===== src/rtl/hazard_pkg.sv =====
// Shared definitions for the hazard control unit: state encoding,
// opcode fields and the register-number constant that never forms a hazard.
package hazard_pkg;

  typedef enum logic [1:0] {
    S_RUN        = 2'd0,
    S_LOAD_STALL = 2'd1,
    S_MUL        = 2'd2
  } hz_state_e;

  localparam logic [4:0] OPC_LDI    = 5'b01100;
  localparam logic [3:0] REG_NONE   = 4'hF;
  localparam int         OPCODE_MSB = 15;
  localparam int         OPCODE_LSB = 11;

endpackage


===== src/rtl/hazard_mul_timer.sv =====
// Loadable down-counter that times the multiply freeze. A load wins over a
// decrement; the count never wraps below zero.
module hazard_mul_timer #(
  parameter int W = 2
) (
  input  logic         clk,
  input  logic         rst,
  input  logic         load,
  input  logic [W-1:0] load_val,
  input  logic         dec,
  output logic [W-1:0] value,
  output logic         zero
);

  logic [W-1:0] cnt_d, cnt_q;

  // Next count: load has priority, decrement stops at zero.
  always_comb begin
    cnt_d = cnt_q;
    if (load)
      cnt_d = load_val;
    else if (dec && (cnt_q != '0))
      cnt_d = cnt_q - W'(1);
  end

  // Count register.
  always_ff @(posedge clk or posedge rst) begin
    if (rst) cnt_q <= '0;
    else     cnt_q <= cnt_d;
  end

  assign value = cnt_q;
  assign zero  = (cnt_q == '0);

endmodule


===== src/rtl/hazard_control_unit.sv =====
// Pipeline sequencing controller: load-use stall, taken-branch squash and
// multi-cycle multiply freeze. Outputs are combinational from state and
// inputs and are forced low while rst is high.
// Optional build macro HAZARD_PERF_CNT_EN adds saturating stall/flush
// performance counters with a synchronous clear.
module hazard_control_unit
  import hazard_pkg::*;
#(
  parameter int MUL_LATENCY = 3,
  parameter int CNT_W       = 16
) (
  input  logic        clk,
  input  logic        rst,
  input  logic        mem_read_id_ex,
  input  logic        RegWrite_id_ex,
  input  logic [3:0]  write_address_id_ex,
  input  logic [15:0] instruction_if_id,
  input  logic [3:0]  read_address1_if_id,
  input  logic [3:0]  read_address2_if_id,
  input  logic        branch_taken_ex,
  input  logic        mul_start_ex,
  output logic        pc_write,
  output logic        if_id_write,
  output logic        id_ex_write,
  output logic        if_id_flush,
  output logic        id_ex_flush,
  output logic        ex_mem_bubble,
  output logic        busy
`ifdef HAZARD_PERF_CNT_EN
  ,
  input  logic             perf_clr,
  output logic [CNT_W-1:0] stall_cycles,
  output logic [CNT_W-1:0] flush_count
`endif
);

  // Timer holds the number of S_MUL cycles still to run after the entry cycle.
  localparam int CW = (MUL_LATENCY > 2) ? $clog2(MUL_LATENCY) : 1;
  localparam logic [CW-1:0] MUL_LOAD = CW'((MUL_LATENCY > 2) ? (MUL_LATENCY - 2) : 0);

  hz_state_e   state_d, state_q;
  logic        tmr_load, tmr_dec, tmr_zero;
  logic [CW-1:0] tmr_value;
  logic [4:0]  opcode;
  logic        load_use;
  logic        unused_instr_bits;

  assign opcode            = instruction_if_id[OPCODE_MSB:OPCODE_LSB];
  assign unused_instr_bits = ^instruction_if_id[OPCODE_LSB-1:0];

  // A load in EX feeding a register read in ID; r15 and LDI never depend.
  assign load_use = mem_read_id_ex && RegWrite_id_ex &&
                    (write_address_id_ex != REG_NONE) &&
                    (opcode != OPC_LDI) &&
                    ((write_address_id_ex == read_address1_if_id) ||
                     (write_address_id_ex == read_address2_if_id));

  hazard_mul_timer #(.W(CW)) u_mul_timer (
    .clk      (clk),
    .rst      (rst),
    .load     (tmr_load),
    .load_val (MUL_LOAD),
    .dec      (tmr_dec),
    .value    (tmr_value),
    .zero     (tmr_zero)
  );

  // Next-state and pipeline control decode.
  always_comb begin
    state_d       = state_q;
    tmr_load      = 1'b0;
    tmr_dec       = 1'b0;
    pc_write      = 1'b0;
    if_id_write   = 1'b0;
    id_ex_write   = 1'b0;
    if_id_flush   = 1'b0;
    id_ex_flush   = 1'b0;
    ex_mem_bubble = 1'b0;
    busy          = 1'b0;
    case (state_q)
      S_RUN: begin
        if (branch_taken_ex) begin
          pc_write    = 1'b1;
          if_id_write = 1'b1;
          id_ex_write = 1'b1;
          if_id_flush = 1'b1;
          id_ex_flush = 1'b1;
        end else if (mul_start_ex && (MUL_LATENCY > 1)) begin
          // Entry cycle is the first freeze cycle; latency 2 needs no S_MUL.
          ex_mem_bubble = 1'b1;
          busy          = 1'b1;
          tmr_load      = 1'b1;
          state_d       = (MUL_LOAD == '0) ? S_RUN : S_MUL;
        end else if (load_use) begin
          id_ex_write = 1'b1;
          id_ex_flush = 1'b1;
          busy        = 1'b1;
          state_d     = S_LOAD_STALL;
        end else begin
          pc_write    = 1'b1;
          if_id_write = 1'b1;
          id_ex_write = 1'b1;
        end
      end
      S_LOAD_STALL: begin
        // Load has moved to MEM, forwarding covers it: resume unconditionally.
        pc_write    = 1'b1;
        if_id_write = 1'b1;
        id_ex_write = 1'b1;
        state_d     = S_RUN;
      end
      S_MUL: begin
        ex_mem_bubble = 1'b1;
        busy          = 1'b1;
        tmr_dec       = 1'b1;
        if (tmr_zero || (tmr_value == CW'(1)))
          state_d = S_RUN;
      end
      default: state_d = S_RUN;
    endcase
    if (rst) begin
      pc_write      = 1'b0;
      if_id_write   = 1'b0;
      id_ex_write   = 1'b0;
      if_id_flush   = 1'b0;
      id_ex_flush   = 1'b0;
      ex_mem_bubble = 1'b0;
      busy          = 1'b0;
    end
  end

  // State register.
  always_ff @(posedge clk or posedge rst) begin
    if (rst) state_q <= S_RUN;
    else     state_q <= state_d;
  end

`ifdef HAZARD_PERF_CNT_EN
  logic [CNT_W-1:0] stall_cycles_d, stall_cycles_q;
  logic [CNT_W-1:0] flush_count_d, flush_count_q;

  // Saturating event counters; clear overrides counting.
  always_comb begin
    stall_cycles_d = stall_cycles_q;
    flush_count_d  = flush_count_q;
    if (perf_clr) begin
      stall_cycles_d = '0;
      flush_count_d  = '0;
    end else begin
      if (busy && !(&stall_cycles_q))
        stall_cycles_d = stall_cycles_q + CNT_W'(1);
      if (if_id_flush && !(&flush_count_q))
        flush_count_d = flush_count_q + CNT_W'(1);
    end
  end

  // Counter registers.
  always_ff @(posedge clk or posedge rst) begin
    if (rst) begin
      stall_cycles_q <= '0;
      flush_count_q  <= '0;
    end else begin
      stall_cycles_q <= stall_cycles_d;
      flush_count_q  <= flush_count_d;
    end
  end

  assign stall_cycles = stall_cycles_q;
  assign flush_count  = flush_count_q;
`endif

endmodule


===== config.mk =====
export PLATFORM = sky130hd
export DESIGN_NAME = hazard_control_unit
export DESIGN_NICKNAME = d
export VERILOG_FILES = /design/src/rtl/hazard_pkg.sv /design/src/rtl/hazard_mul_timer.sv /design/src/rtl/hazard_control_unit.sv
export SDC_FILE = /design/constraint.sdc
export NUM_CORES = 1
export LEC_CHECK = 0
export ABC_CLOCK_PERIOD_IN_PS = 3300
export BUFFER_PORTS_ARGS = -buffer_cell sky130_fd_sc_hd__buf_2
export CORE_AREA = 2 2 39 41
export DETAILED_ROUTE_END_ITERATION = 8
export DIE_AREA = 0 0 41 43
export GPL_ROUTABILITY_DRIVEN = 0
export PLACE_DENSITY = 0.8
export SLEW_MARGIN = 40
export SYNTH_ARGS = -nofsm -noshare
export SYNTH_HDL_FRONTEND = slang
export SYNTH_SLANG_ARGS = --single-unit

===== constraint.sdc =====
create_clock -name clk -period 3.3 [get_ports clk]
set_input_delay 0 -clock clk [delete_from_list [all_inputs] [get_ports clk]]
set_output_delay 0 -clock clk [all_outputs]
set_load 0.01 [all_outputs]

==> qor.csv, run 1 <==
stage,metric,value,unit
yosys,synthFlopType,dfrtp_1,
power_and_ir_drop,p_leak,0.315,nW
placement,hpwlAfterDp,862,microns
power_and_ir_drop,max-vdd-ir-drop,270,uV
outcome,outcome,"complete, no violations",
yosys,synth_common_cells,"6 x inv_1, 5 x nor2_1",
placement,portBuffers,29,
detailed_routing,vias,480,
placement,post_dp_cell_area,589,sq um
yosys,yosysTopAreaCell,dfrtp_1,
global_route,grt_pass1_vias,478,
sta,finClkSkew,0.00284,ns
yosys,syn-cell-area,439,sq um
detailed_routing,via_per_inst,4.80,
sta,fin_ws,1.82,ns
detailed_routing,totalWireLength,1000,microns
finish,drive_gt1_share,42.9,%
floorplanning,core,1380,sq um
clocking,cts_made_buffers,3,
power_and_ir_drop,sequentialPowerShare,28.0,%
flow_run,maxCapViolCount,0,
power_and_ir_drop,p_switching,108,uW
power_and_ir_drop,p_comb_share,51.2,%
global_route,grt_antenna_before_repair,0,
finish,diodes,0,
yosys,synth-seq-cells,4,
worst_setup_path,startpoint,state_q[0],
finish,stdcell_area,632,sq um
sta,max-slew-margin-rel,78.4,%
min_path,holdCritPathClass,input pin to register,
worst_setup_path,path_buf_inv,1,
worst_setup_path,r2r-end,u_mul_timer.value[0],
power_and_ir_drop,swShare,38.4,%
sta,min_period,1.48,ns
floorplanning,rows,14,
min_path,holdPathStages,3,
worst_setup_path,crit_chain,or3_1 -> o31ai_2 -> buf_2,
worst_setup_path,cp_slowest_stage_delay,0.45,ns
worst_setup_path,path_max_fanout,9,
finish,utilization,45.7,%
worst_setup_path,cp-end-kind,primary output,
worst_setup_path,required,3.30,ns
placement,dp_worst_setup_slack,2.05,ns
yosys,yosysUniqueCellTypes,24,
detailed_routing,ant_nets,0,
clocking,path_clk_slew,0.03,ns
sta,timing.final.crit_share,44.9,%
clocking,cts_tree,built,
yosys,ys_async_sr_fraction,100,%
power_and_ir_drop,clkPwrFrac,20.8,%
worst_setup_path,arrival,1.48,ns
yosys,yosys_warnings,0,
sta,grt_setup_unrepaired,no,
detailed_routing,routedWlPerCell,10.0,microns
min_path,min-delay-start,branch_taken_ex,
clocking,cts-htree-levels,1,
floorplanning,fp.dieArea,1760,sq um
worst_setup_path,slowest_stage,dfrtp_1,
yosys,yosys.area.top_type_share,22.8,%
clocking,cts-resized-gates,0,
detailed_routing,drc,0,
worst_setup_path,reg2reg_slack,2.09,ns
clocking,root_buffer,clkbuf_4,
sta,maxSlewViolCount,0,
clocking,clockBufferDepth,2,
floorplanning,dieWidth,41,microns
yosys,synth_most_common_cell,inv_1,
yosys,syn_inst,53,
floorplanning,ios,41,
yosys,synth_edf_count,0,
clocking,clk_latency,0.23,ns
sta,worst_pin_slew,0.321,ns
detailed_routing,dr.pass1.iters,4,
global_route,grt_first_pass_wirelength,1790,microns
yosys,synth_nets,89,
floorplanning,initial_core_util,31.7,%
power_and_ir_drop,powerDensity,444,nW/um^2
worst_setup_path,cp_top_family,flip-flops,
global_route,track_usage,14.7,%
finish,area_growth_syn_to_layout,43.9,%
floorplanning,die_h,43,microns
worst_setup_path,crit_path_start_kind,register,
sta,final-setup-viol-count,0,
finish,fillers,137,
sta,fmax,675,MHz
worst_setup_path,r2r_cells,5,
yosys,synthTopCellsByArea,"dfrtp_1 23%, xnor2_1 8.0%, xor2_1 8.0%",
worst_setup_path,worstSetupPathType,register to primary output,
sta,hold_violations,0,
power_and_ir_drop,p_int,173,uW
finish,layout.nets,122,
sta,hold-worst-slack,0.141,ns
detailed_routing,drtIter0Drc,4,
clocking,clock-sinks,4,
worst_setup_path,worstReg2RegStart,u_mul_timer.value[0],
global_route,grt_max_degree,10,
yosys,syn_area_per_cell,8.29,sq um
min_path,min_to,state_q[0],
yosys,ys_seq_area_share,22.8,%
global_route,overflow,0,
sta,fin_tns_setup,0,ns
[state kept, by name, indices dropped and copies added, names as in the netlist]
register / flops
u_mul_timer.value: 2
state_q: 2
[worst reg2reg max path: cells and delay by family, from the launching register on]
kind	cells	cell delay, ns
flip-flops	1	0.37
AO/OA/AOI/OAI	2	0.26
adder cells (fa/ha/maj)	1	0.25
AND/OR/NAND/NOR	1	0.14
buffers and inverters	1	0.08
[routing by layer]
| metal | GRT usage (%) | wire, microns |
|---|---|---|
| met5 | 0 | 0 |
| met4 | 6.67 | 0 |
| met3 | 6.81 | 42 |
| met2 | 22.2 | 511 |
| met1 | 17.0 | 446 |
[cells by family (layout without fill, tap and decap cells)]
kind of cell,after synthesis,in the layout,synth area share [%]
buffers and inverters,9,40,8.55
XOR/XNOR,8,8,16.0
flip-flops,4,4,22.8
AND/OR/NAND/NOR,19,19,27.3
adder cells (fa/ha/maj),2,2,5.70
AO/OA/AOI/OAI,11,11,19.7
[cell usage in the layout (no fill, tap or decap), drive strengths merged]
cell / count
buf: 29
inv: 6
nor2: 5
a21oi: 4
xnor2: 4
xor2: 4
dfrtp: 4
nor4: 4
nor3: 3
clkbuf: 3
nand2b: 2
or3: 2
ha: 2
dlygate4sd3: 2
o22a: 1
a41oi: 1
nand4bb: 1
nand4: 1
and2: 1
o211ai: 1
o31ai: 1
o21bai: 1
o21a: 1
o22ai: 1
[per-stage QoR]
| step | instances | total power [mW] |
|---|---|---|
| finish | 100 | 0.281 |
| global route | 100 | 0.313 |
| CTS | 100 | 0.287 |
| detailed placement | 95 | 0.223 |
| global placement | 95 | 0.218 |
| floorplan | 53 | 0.182 |
[how the worst max path moves through the flow]
| stage | end | slack, ns | cells past startpoint |
|---|---|---|---|
| after CTS | busy | 1.80 | 3 |
| after global routing | busy | 1.72 | 3 |
| after floorplan | pc_write | 2.00 | 5 |
| final | busy | 1.82 | 3 |
| after detailed placement | busy | 2.05 | 3 |
| after global placement | busy | 2.07 | 3 |
[power groups by stage]
stage          Combinational, mW  Sequential, mW  Clock, mW
6_report                   0.144          0.0785     0.0585
3_5_place_dp               0.144          0.0791          0
5_1_grt                    0.166          0.0799     0.0670
4_1_cts                    0.146          0.0784     0.0621
2_1_floorplan              0.111          0.0702          0
3_3_place_gp               0.139          0.0784          0
[layout make-up]
cell class	count	area (sq um)	share of cell area, %
clock buffers	3	22.5	3.56
inverters	6	22.5	3.56
multi-input cells	40	302	47.7
flip-flops and latches	4	100	15.8
well taps	16	20.0	3.17
repair buffers	31	165	26.1
[what timing repair did]
action / 4_1_cts / 5_1_grt
buffers inserted: 0 / 0
hold buffers: 2 / 0
hold endpoints to repair: 5 / 0
Power figures use the tool's default switching activity.
==> inputs of run 2 (changes only) <==
--- a/config.mk
+++ b/config.mk
@@ -5,7 +5,7 @@
 export SDC_FILE = /design/constraint.sdc
 export NUM_CORES = 1
 export LEC_CHECK = 0
-export ABC_CLOCK_PERIOD_IN_PS = 3300
+export ABC_CLOCK_PERIOD_IN_PS = 1400
 export BUFFER_PORTS_ARGS = -buffer_cell sky130_fd_sc_hd__buf_2
 export CORE_AREA = 2 2 39 41
 export DETAILED_ROUTE_END_ITERATION = 8
==> constraint.sdc (replaced) <==
create_clock -name clk -period 1.4 [get_ports clk]
set_input_delay 0 -clock clk [delete_from_list [all_inputs] [get_ports clk]]
set_output_delay 0 -clock clk [all_outputs]
set_load 0.01 [all_outputs]
==> run 2 against run 1 <==
Compared with the run above:
- sequential power grew 150%
- clock skew decreased by 0.0011 ns
- combinational power grew to 2.7 times the previous value
- sequential cell count did not move
- worst setup slack worse by 1.8 ns
- utilization is 5.1 points higher
- global-route usage grew 1.6 points
- design area up 11%
- final cell count rose by 4.0%
- hold slack worse by 0.051 ns
- via count grew 6.7%
- clock power increased by 150%
- largest power group unchanged
- highest routed layer unchanged
==> qor.csv, run 2 (synthesis results as in run 1) <==
stage,metric,value,unit
outcome,outcome,"complete, no violations",
worst_setup_path,slowest_stage,dfrtp_1,
detailed_routing,via_per_inst,4.92,
sta,timing.final.crit_share,98.5,%
sta,hold_violations,0,
power_and_ir_drop,powerDensity,1030,nW/um^2
detailed_routing,ant_nets,0,
finish,regArea,101,sq um
worst_setup_path,cp_top_family,flip-flops,
clocking,root_buffer,clkbuf_4,
global_route,grt_first_pass_wirelength,1970,microns
clocking,cts_tree,built,
detailed_routing,drtIter0Drc,1,
detailed_routing,vias,512,
min_path,holdCritPathClass,input pin to register,
clocking,cts_made_buffers,3,
power_and_ir_drop,clkPwrFrac,19.9,%
power_and_ir_drop,swShare,40.1,%
floorplanning,rows,14,
power_and_ir_drop,p_leak,0.341,nW
floorplanning,dieWidth,41,microns
worst_setup_path,worstSetupPathType,register to primary output,
global_route,overflow,0,
placement,hpwlAfterDp,943,microns
worst_setup_path,required,1.40,ns
worst_setup_path,cp-end-kind,primary output,
detailed_routing,totalWireLength,1230,microns
worst_setup_path,worstReg2RegStart,state_q[0],
finish,multi_input_area,337,sq um
power_and_ir_drop,p_switching,290,uW
sta,grt_setup_unrepaired,yes,
worst_setup_path,crit_path_start_kind,register,
worst_setup_path,cp_slowest_stage_delay,0.41,ns
power_and_ir_drop,max-vdd-ir-drop,556,uV
worst_setup_path,path_max_fanout,4,
global_route,track_usage,16.3,%
sta,max-slew-margin-rel,78.9,%
clocking,clk_latency,0.23,ns
finish,area_growth_syn_to_layout,59.8,%
min_path,min-delay-start,branch_taken_ex,
floorplanning,die_h,43,microns
detailed_routing,drc,0,
flow_run,maxCapViolCount,0,
sta,min_period,1.38,ns
finish,layout_common_cells,"29 x buf_2, 6 x inv_1, 5 x nor2_1",
global_route,grt_antenna_before_repair,0,
detailed_routing,dr.pass1.iters,2,
sta,final-setup-viol-count,0,
floorplanning,core,1380,sq um
power_and_ir_drop,sequentialPowerShare,27.1,%
worst_setup_path,startpoint,state_q[0],
finish,drive_gt1_share,50.0,%
worst_setup_path,arrival,1.38,ns
finish,stdcell_count,104,
floorplanning,ios,41,
global_route,grt_pass1_vias,515,
clocking,cts-htree-levels,1,
sta,maxSlewViolCount,0,
clocking,path_clk_slew,0.04,ns
power_and_ir_drop,power,723,uW
placement,post-place-cells,96,
finish,final_common_cell,buf_2,
worst_setup_path,crit_chain,or3_4 -> o31ai_2 -> buf_2,
finish,utilization,50.7,%
detailed_routing,routedWlPerCell,11.8,microns
placement,portBuffers,29,
global_route,grt_max_degree,9,
finish,fillers,134,
sta,fmax,725,MHz
sta,finClkSkew,0.00178,ns
finish,layout.nets,126,
sta,worst_pin_slew,0.316,ns
clocking,clockBufferDepth,2,
worst_setup_path,path_buf_inv,1,
floorplanning,fp.dieArea,1760,sq um
power_and_ir_drop,p_comb_share,53.0,%
sta,hold-worst-slack,0.0898,ns
power_and_ir_drop,p_int,433,uW
clocking,clock-sinks,4,
floorplanning,initial_core_util,31.7,%
finish,diodes,0,
sta,fin_tns_setup,0,ns
-- run 2: worst paths after layout --
path | to | slack (ns) | depth (start not counted)
max | busy | 0.02 | 3
min | state_q[0] | 0.09 | 3
max reg2reg | u_mul_timer.value[0] | 0.17 | 5
min reg2reg | u_mul_timer.value[0] | 0.53 | 1
max in group asynchronous | state_q[1] | 0.95 | 3
min in group asynchronous | u_mul_timer.value[1] | 0.28 | 3
-- run 2: cell type report --
type	instances	share of cell area [%]
multi-input cells	40	48.0
repair buffers	35	28.3
flip-flops and latches	4	14.4
clock buffers	3	3.21
inverters	6	3.21
well taps	16	2.85
-- run 2: timing repair --
item / in CTS / in global routing
setup buffers: 1 / 2
hold endpoints to repair: 5 / 0
hold buffers: 2 / 0
gates resized for setup: 3 / 4
setup endpoints to repair: 4 / 4
pin swaps: 0 / 2
-- run 2: through the flow --
stage	worst slack [ns]	instance area [sq um]
final	0.0216	702
after global routing	-0.0333	702
after global placement	0.221	597
after detailed placement	0.199	597
after floorplan	0.0990	439
after CTS	0.0162	659
-- run 2: power by group through the flow --
stage / logic [mW] / registers [mW] / clock network (mW)
3_5_place_dp: 0.346 / 0.187 / 0
6_report: 0.383 / 0.196 / 0.144
3_3_place_gp: 0.329 / 0.185 / 0
4_1_cts: 0.357 / 0.189 / 0.151
2_1_floorplan: 0.263 / 0.166 / 0
5_1_grt: 0.427 / 0.199 / 0.157
-- run 2: worst register-to-register path, delay by kind of cell, from the launching register on --
family	cells	cell delay [ns]
and+or+nand+nor	1	0.16
buffers and inverters	2	0.28
AOI/OAI and AO/OA	2	0.25
DFF	1	0.41
-- run 2: layer usage --
layer	wire, microns	track usage (%)	up-vias
met1	479	18.3	244
met4	0	8.00	0
li1	-	-	257
met3	36	2.09	0
met2	715	28.1	11
met5	0	0	-
